$ cat config.mk
export PLATFORM = sky130hd
export DESIGN_NAME = vip_csc_frame_arbiter
export DESIGN_NICKNAME = d
export VERILOG_FILES = /design/src/rtl/vip_csc_frame_arbiter.sv
export SDC_FILE = /design/constraint.sdc
export NUM_CORES = 1
export LEC_CHECK = 0
export ABC_AREA = 1
export BUFFER_PORTS_ARGS = -buffer_cell sky130_fd_sc_hd__buf_2
export CORE_ASPECT_RATIO = 1.75
export CORE_MARGIN = 4
export CORE_UTILIZATION = 51
export DETAILED_ROUTE_END_ITERATION = 7
export PLACE_DENSITY = 0.85
export SLEW_MARGIN = 20
export SYNTH_ARGS = -nofsm -noshare
export SYNTH_HDL_FRONTEND = slang
export SYNTH_SLANG_ARGS = --single-unit
$ cat constraint.sdc
create_clock -name clk -period 3.4 [get_ports clk]
set_clock_uncertainty 0.2 [all_clocks]
set_input_delay 0.51 -clock clk [delete_from_list [all_inputs] [get_ports clk]]
set_output_delay 0.51 -clock clk [all_outputs]
set_load 0.005 [all_outputs]
$ cat src/rtl/vip_csc_frame_arbiter.sv
// Frame-granular arbiter sharing one RGB->YCbCr converter between two pixel sources.
// Optional refused-frame counters are enabled with `define CSC_ARB_DROP_CNT_EN.
module vip_csc_frame_arbiter #(
   parameter int CSC_LATENCY = 3,
   parameter int CNT_W       = 8
) (
   input  logic             clk,
   input  logic             rst,
   input  logic             s0_frame_vsync,
   input  logic             s0_frame_href,
   input  logic             s0_frame_clken,
   input  logic [7:0]       s0_img_red,
   input  logic [7:0]       s0_img_green,
   input  logic [7:0]       s0_img_blue,
   input  logic             s1_frame_vsync,
   input  logic             s1_frame_href,
   input  logic             s1_frame_clken,
   input  logic [7:0]       s1_img_red,
   input  logic [7:0]       s1_img_green,
   input  logic [7:0]       s1_img_blue,
   output logic             csc_frame_vsync,
   output logic             csc_frame_href,
   output logic             csc_frame_clken,
   output logic [7:0]       csc_img_red,
   output logic [7:0]       csc_img_green,
   output logic [7:0]       csc_img_blue,
   output logic [1:0]       grant,
   output logic             busy,
   output logic             post_src_id,
   output logic             frame_done,
   output logic             done_src_id
`ifdef CSC_ARB_DROP_CNT_EN
   ,
   output logic [CNT_W-1:0] s0_drop_cnt,
   output logic [CNT_W-1:0] s1_drop_cnt
`endif
);

   localparam int DW = (CSC_LATENCY < 2) ? 1 : $clog2(CSC_LATENCY + 1);
   localparam logic [DW-1:0] LAT_LD = DW'(CSC_LATENCY);

   typedef enum logic [1:0] {IDLE, GRANT0, GRANT1, DRAIN} state_t;

   state_t                 state_q, state_d;
   logic                   vs0_q, vs1_q;
   logic                   blk0_q, blk1_q;
   logic                   last_q, last_d;
   logic [DW-1:0]          cnt_q, cnt_d;
   logic                   sel_vld, sel_id;
   logic [26:0]            src0_bus, src1_bus, csc_d, csc_q;
   logic                   id_q;
   logic [CSC_LATENCY-1:0] id_pipe_q;
   logic                   rise0, rise1, fall0, fall1;

   // A source whose vsync was already high during reset stays blocked until it goes low.
   assign rise0 = s0_frame_vsync & ~vs0_q & ~blk0_q;
   assign rise1 = s1_frame_vsync & ~vs1_q & ~blk1_q;
   assign fall0 = ~s0_frame_vsync & vs0_q;
   assign fall1 = ~s1_frame_vsync & vs1_q;

   always_comb begin
      state_d     = state_q;
      cnt_d       = cnt_q;
      last_d      = last_q;
      sel_vld     = 1'b0;
      sel_id      = 1'b0;
      frame_done  = 1'b0;
      done_src_id = 1'b0;
      case (state_q)
         IDLE: begin
            if (rise0 && (!rise1 || last_q)) begin
               state_d = GRANT0;
               sel_vld = 1'b1;
            end else if (rise1) begin
               state_d = GRANT1;
               sel_vld = 1'b1;
               sel_id  = 1'b1;
            end
         end
         GRANT0: begin
            sel_vld = 1'b1;
            if (fall0) begin
               state_d = DRAIN;
               cnt_d   = LAT_LD;
               last_d  = 1'b0;
            end
         end
         GRANT1: begin
            sel_vld = 1'b1;
            sel_id  = 1'b1;
            if (fall1) begin
               state_d = DRAIN;
               cnt_d   = LAT_LD;
               last_d  = 1'b1;
            end
         end
         DRAIN: begin
            cnt_d = cnt_q - 1'b1;
            if (cnt_q == DW'(1)) begin
               state_d     = IDLE;
               frame_done  = 1'b1;
               done_src_id = last_q;
            end
         end
         default: state_d = IDLE;
      endcase
   end

   always_ff @(posedge clk) begin
      if (rst) begin
         state_q <= IDLE;
         vs0_q   <= 1'b0;
         vs1_q   <= 1'b0;
         blk0_q  <= s0_frame_vsync;
         blk1_q  <= s1_frame_vsync;
         last_q  <= 1'b1;
         cnt_q   <= '0;
      end else begin
         state_q <= state_d;
         vs0_q   <= s0_frame_vsync;
         vs1_q   <= s1_frame_vsync;
         blk0_q  <= blk0_q & s0_frame_vsync;
         blk1_q  <= blk1_q & s1_frame_vsync;
         last_q  <= last_d;
         cnt_q   <= cnt_d;
      end
   end

   assign src0_bus = {s0_frame_vsync, s0_frame_href, s0_frame_clken,
                      s0_img_red, s0_img_green, s0_img_blue};
   assign src1_bus = {s1_frame_vsync, s1_frame_href, s1_frame_clken,
                      s1_img_red, s1_img_green, s1_img_blue};
   assign csc_d    = sel_vld ? (sel_id ? src1_bus : src0_bus) : '0;

   // Mux register, then the source tag follows the converter's own pipeline depth.
   always_ff @(posedge clk) begin
      if (rst) begin
         csc_q     <= '0;
         id_q      <= 1'b0;
         id_pipe_q <= '0;
      end else begin
         csc_q        <= csc_d;
         id_q         <= sel_vld & sel_id;
         id_pipe_q[0] <= id_q;
         for (int i = 1; i < CSC_LATENCY; i++) begin
            id_pipe_q[i] <= id_pipe_q[i-1];
         end
      end
   end

   assign {csc_frame_vsync, csc_frame_href, csc_frame_clken,
           csc_img_red, csc_img_green, csc_img_blue} = csc_q;
   assign post_src_id = id_pipe_q[CSC_LATENCY-1];
   assign grant       = (state_q == GRANT0) ? 2'b01 :
                        (state_q == GRANT1) ? 2'b10 : 2'b00;
   assign busy        = (state_q != IDLE);

`ifdef CSC_ARB_DROP_CNT_EN
   logic             ref0, ref1;
   logic [CNT_W-1:0] drop0_q, drop1_q;

   // Any rise not turned into a grant this cycle is a refused frame.
   assign ref0 = rise0 & ~((state_q == IDLE) && (state_d == GRANT0));
   assign ref1 = rise1 & ~((state_q == IDLE) && (state_d == GRANT1));

   always_ff @(posedge clk) begin
      if (rst) begin
         drop0_q <= '0;
         drop1_q <= '0;
      end else begin
         if (ref0 && (drop0_q != {CNT_W{1'b1}})) drop0_q <= drop0_q + 1'b1;
         if (ref1 && (drop1_q != {CNT_W{1'b1}})) drop1_q <= drop1_q + 1'b1;
      end
   end

   assign s0_drop_cnt = drop0_q;
   assign s1_drop_cnt = drop1_q;
`endif

endmodule

**Word level (Yosys, flattened, before mapping)**

Index checks and enable logic that the tools add are counted.

- Bitwise operators: 16
- Add/sub/neg operators: 1
- Reductions and logical operators: 12
- Equal/unequal tests: 8
- Multiplexer cells: 24

Operators with widths:

| operator | count |
|---|---|
| 27-bit 2-to-1 mux | 1 |
| 2-bit 2-to-1 mux | 7 |
| 1-bit 2-to-1 mux | 11 |
| 1-bit AND | 9 |
| 2-bit one-hot mux with 4 select lines | 1 |
| 1-bit inverter | 7 |
| 2-bit inequality test (second input constant) | 3 |
| 1-bit one-hot mux with 2 select lines | 3 |
| 2-bit one-hot mux with 3 select lines | 1 |
| 3-bit AND reduction | 2 |
| 2-bit by 1-bit == test with 1-bit output (second input constant) | 2 |
| 2-bit == test (second input constant) | 2 |
| 4-bit AND reduction | 1 |
| 2-bit nonzero test | 2 |
| 2-bit OR reduction | 2 |
| 3-bit inequality test (second input constant) | 1 |
| 3-bit nonzero test | 1 |
| 2-bit zero test | 1 |
| 2-bit by 1-bit subtractor with 2-bit output (second input constant) | 1 |
| 1-bit logical AND | 1 |
| 1-bit zero test | 1 |
| 1-bit logical OR | 1 |

- Word-level logic and storage cells: 71
- Register bits: 40
- Output and inout bits: 33
- Bits of input ports: 56

**Depth between registers and ports, before layout**

- Word-level depth: 10
- Gate-level depth with buffers: 10
- Depth with buffers taken out: 8

**Worst setup path after synthesis**

No wires, ideal clock.

- Path kind: register to register
- From: reg state_q[0]
- To: reg csc_q[26]
- Buffers on the path: 2
- Slack: 1,741 ps
- Clock period less this slack: 1,659 ps
- Library setup time: 109 ps
- Stages on the path, launching flop included: 9
- Data required time: 3,091 ps
- Arrival time: 1,350 ps
- Path through: dfxtp_1 inv_1 ha_1 inv_1 buf_2 buf_1 nand3_1 nand2_1 inv_1

- Word-level cells in the longest chain between the ends: 5
- Elaborated cells on any way between the ends: 9
- Those cells by class: eq/ne (2); mux (3); bitwise (1); reduce/logical (3)

RTL lines:

| item | line | source |
|---|---|---|
| start, declared | 44 | `state_t state_q, state_d;` |
| start signal, assigned | 119 | `state_q <= state_d;` |
| 2-bit by 1-bit == test with 1-bit output or 2-bit == test (tied branches) | 69 | `case (state_q)` |
| 2-bit OR reduction (no line) | -- |  |
| 1-bit one-hot mux with 2 select lines | 69 |  |
| 1-bit inverter (no line) | -- |  |
| 2-bit OR reduction (no line) | -- |  |
| end signal, assigned | 142 | `csc_q <= csc_d;` |
| end, declared | 50 | `logic [26:0] src0_bus, src1_bus, csc_d, csc_q;` |

Parallel ways exist; a longest one is shown, timed or not.
A chain may end at the register's enable or synchronous reset.

**Worst setup path in the final report**

- From: reg state_q[0]
- To: reg csc_q[25]

Same word-level chain as after synthesis.

==> results_dict.tcl <==
set metrics [dict create \
    synth.distinct_cells 23 \
    slew-limit-headroom_pct 53.6 \
    routed_wl_um 4520 \
    final_max_slew_viol_count 0 \
    cp_slowest_stage_delay_ns 0.51 \
    powerDensity_nw_per_um2 742 \
    cts_buffer_depth 2 \
    net-switching-power_mw 0.715 \
    cts_hold_buf 0 \
    hold_viol_final 0 \
    area_growth_pct 24.4 \
    setup_viol 0 \
    start_kind "flip-flop" \
    path_delay_family "buffers and inverters" \
    fin_crit_ns 2.14 \
    wire_per_inst_um 11.3 \
    clk_pin_slew_ns 0.08 \
    fmax_mhz 466 \
    yosysWarnings 0 \
    clock_latency_ns 0.28 \
    start_util_pct 52.3 \
    cts_resized 0 \
    synth_top_family_by_area "simple AND/OR/NAND/NOR gates" \
    cp_cell_sequence "inv_1 -> ha_1 -> inv_2 -> buf_4 -> nand3_2 -> nand2_1 -> nor2_1" \
    yosys.area.top_type "dfxtp_1" \
    worst_pin_slew_ns 0.696 \
    synth_compound_area_share_pct 10.1 \
    synth.area.mux_share_pct 0 \
    gp_congestion 0.835 \
    criticalPathCategory "flip-flop to flip-flop" \
    p_int_mw 1.15 \
    grt_pass1_vias 1858 \
    routed-via-count 1876 \
    diodes 0 \
    ir_drop_mv 0.417 \
    layout-drive-gt1-share_pct 37.0 \
    power_frac_seq_pct 35.4 \
    cts_made_buffers 5 \
    synth_simple_gate_area_share_pct 31.9 \
    portBuffers 88 \
    grt_setup_unrepaired "no" \
    p_leak_nw 1.47 \
    grt_pass1_wl_um 7510 \
    drc 0 \
    maxCapViolCount 0 \
    ys_seq_area_share_pct 39.6 \
    synth_area_per_cell_um2 7.49 \
    cts_tree "done" \
    post-cts-setup-buffers 0 \
    grt_util_all_layers_pct 18.1 \
    worstSetupStartpoint "state_q[0]" \
    cp_num_buf_inv 3 \
    cts.sinks 40 \
    core_um2 3870 \
    io_pins 89 \
    crit_slowest_cell "inv_2" \
    synth_top_area_share_pct 39.6 \
    num_rows 30 \
    synth_area_leaders "dfxtp_1 40%, nand3_2 11%, inv_1 8.9%" \
    p_comb_share_pct 44.3 \
    min_from "id_pipe_q[0]" \
    fin_nets 411 \
    gr-total-overflow 0 \
    fp.dieH_um 91.3 \
    reg2reg_from "state_q[0]" \
    ant_nets 0 \
    cp.arrival_ns 2.13 \
    dieArea_um2 5080 \
    h-tree-depth 2 \
    grt_max_degree 55 \
    fin_crit_sh_pct 63.1 \
    ys.flop_type "dfxtp_1" \
    synth_edf_count 0 \
    post_synth_xor_area_fraction_pct 0 \
    async_reset_ff_share_pct 0 \
    cp-end-kind "flip-flop" \
    worstPathRequired_ns 3.38 \
    status "completed" \
    fin_util_pct 65.0 \
    ys_ff_latch 40 \
    dp_hpwl_um 3470 \
    syn_area_um2 2020 \
    drt-initial-drc-count 22 \
    clkPwrFrac_pct 20.2 \
    root_buffer "clkbuf_8" \
    cp_max_fo 36 \
    switching_share_pct 38.3 \
    synthAdderAreaFrac_pct 3.09 \
    die_x_um 55.6 \
    routed_via_density 4.70 \
    firstDrtPassIters 4 \
    syn_inst 270 \
    nFillCells 361 \
    hp-class "flip-flop to flip-flop" \
    mappedNetlistNets 331 \
    tns_ns 0 \
    antenna_found_initial 0 \
]
[worst min-delay path, cell delays in order (launching register included)]
cell,delay [ns]
dfxtp_1,0.30
inv_1,0.04
nor2_1,0.03
[cell usage after synthesis, types with 2 or more instances]
cell	instances
inv_1	48
buf_6	5
buf_4	6
a21oi_1	30
inv_2	2
nand3_1	11
nand3_2	22
dfxtp_1	40
nand2_1	42
buf_2	2
nor2_2	2
ha_1	5
buf_1	3
o21ai_0	4
nor2_1	39
a21oi_2	2
[per-layer routing]
layer | track usage, % | wire length [um] | vias up
met3 | 4.41 | 257 | 7
met5 | 0 | 0 | -
li1 | - | - | 984
met1 | 17.3 | 1640 | 834
met4 | 8.72 | 81 | 0
met2 | 34.9 | 2540 | 51
[layout by cell type (no fill, tap or decap)]
master     synthesis  routed
clkbuf_8           0       5
o21ai_2            1       1
nor2_4             1       1
nor2_1            39      39
nand2_1           42      42
ha_1               5       5
nor2_2             2       2
buf_2              2      88
nand3_4            1       1
a21oi_1           30      30
clkbuf_1           0       1
dfxtp_1           40      40
o211ai_1           1       1
bufinv_16          0       1
buf_4              6       1
o21ai_0            4       4
nand3_2           22      22
nor3_2             1       1
inv_1             48      47
clkinv_2           0       1
nand3_1           11      11
a21oi_2            2       2
inv_2              2       3
nand3b_1           1       1
nand2_2            1       1
[final timing paths]
kind,end,slack (ns),cells after the start
max,csc_q[25],1.26,7
min reg2reg,id_pipe_q[1],0.21,2
max reg2reg,csc_q[25],1.26,7
min,id_pipe_q[1],0.21,2
[final cells by class]
cell class	instances	area (um2)	share of cell area (%)
clock buffers	6	72.6	2.89
multi-input cells	164	911	36.2
inverters	50	188	7.46
repair buffers	89	448	17.8
clock inverters	2	35.0	1.39
well taps	48	60.1	2.39
flip-flops and latches	40	801	31.8
[sequential cells by signal, indices dropped and copies added, names as in the netlist]
register and cells:
state_q 2, vs0_q 1, cnt_q 2, csc_q 27
vs1_q 1, id_pipe_q 3, last_q 1, blk1_q 1
id_q 1, blk0_q 1
[cells by family (layout without fill, tap and decap cells)]
logic type | count (synthesis) | in the layout
DFF | 40 | 40
AOI/OAI and AO/OA | 38 | 38
and+or+nand+nor | 121 | 121
buffers and inverters | 66 | 147
adders and majority gates | 5 | 5
[power by group through the flow]
stage | clock network [mW] | logic, mW | registers, mW
2_1_floorplan | 0 | 0.627 | 0.681
3_5_place_dp | 0 | 0.840 | 0.672
5_1_grt | 0.402 | 0.942 | 0.674
6_report | 0.378 | 0.827 | 0.661
3_3_place_gp | 0 | 0.813 | 0.671
4_1_cts | 0.385 | 0.843 | 0.663
[stage by stage]
stage               total power, mW  hold slack, ns  instance area (um2)  std cells  setup WS, ns
floorplan                      1.31           0.188                 2020        270          1.74
global placement               1.48           0.193                 2410        391          1.23
detailed placement             1.51           0.199                 2410        391          1.18
CTS                            1.89           0.211                 2510        399          1.23
global route                   2.02           0.221                 2510        399          1.05
finish                         1.86           0.207                 2510        399          1.26
Power figures use the tool's default switching activity.
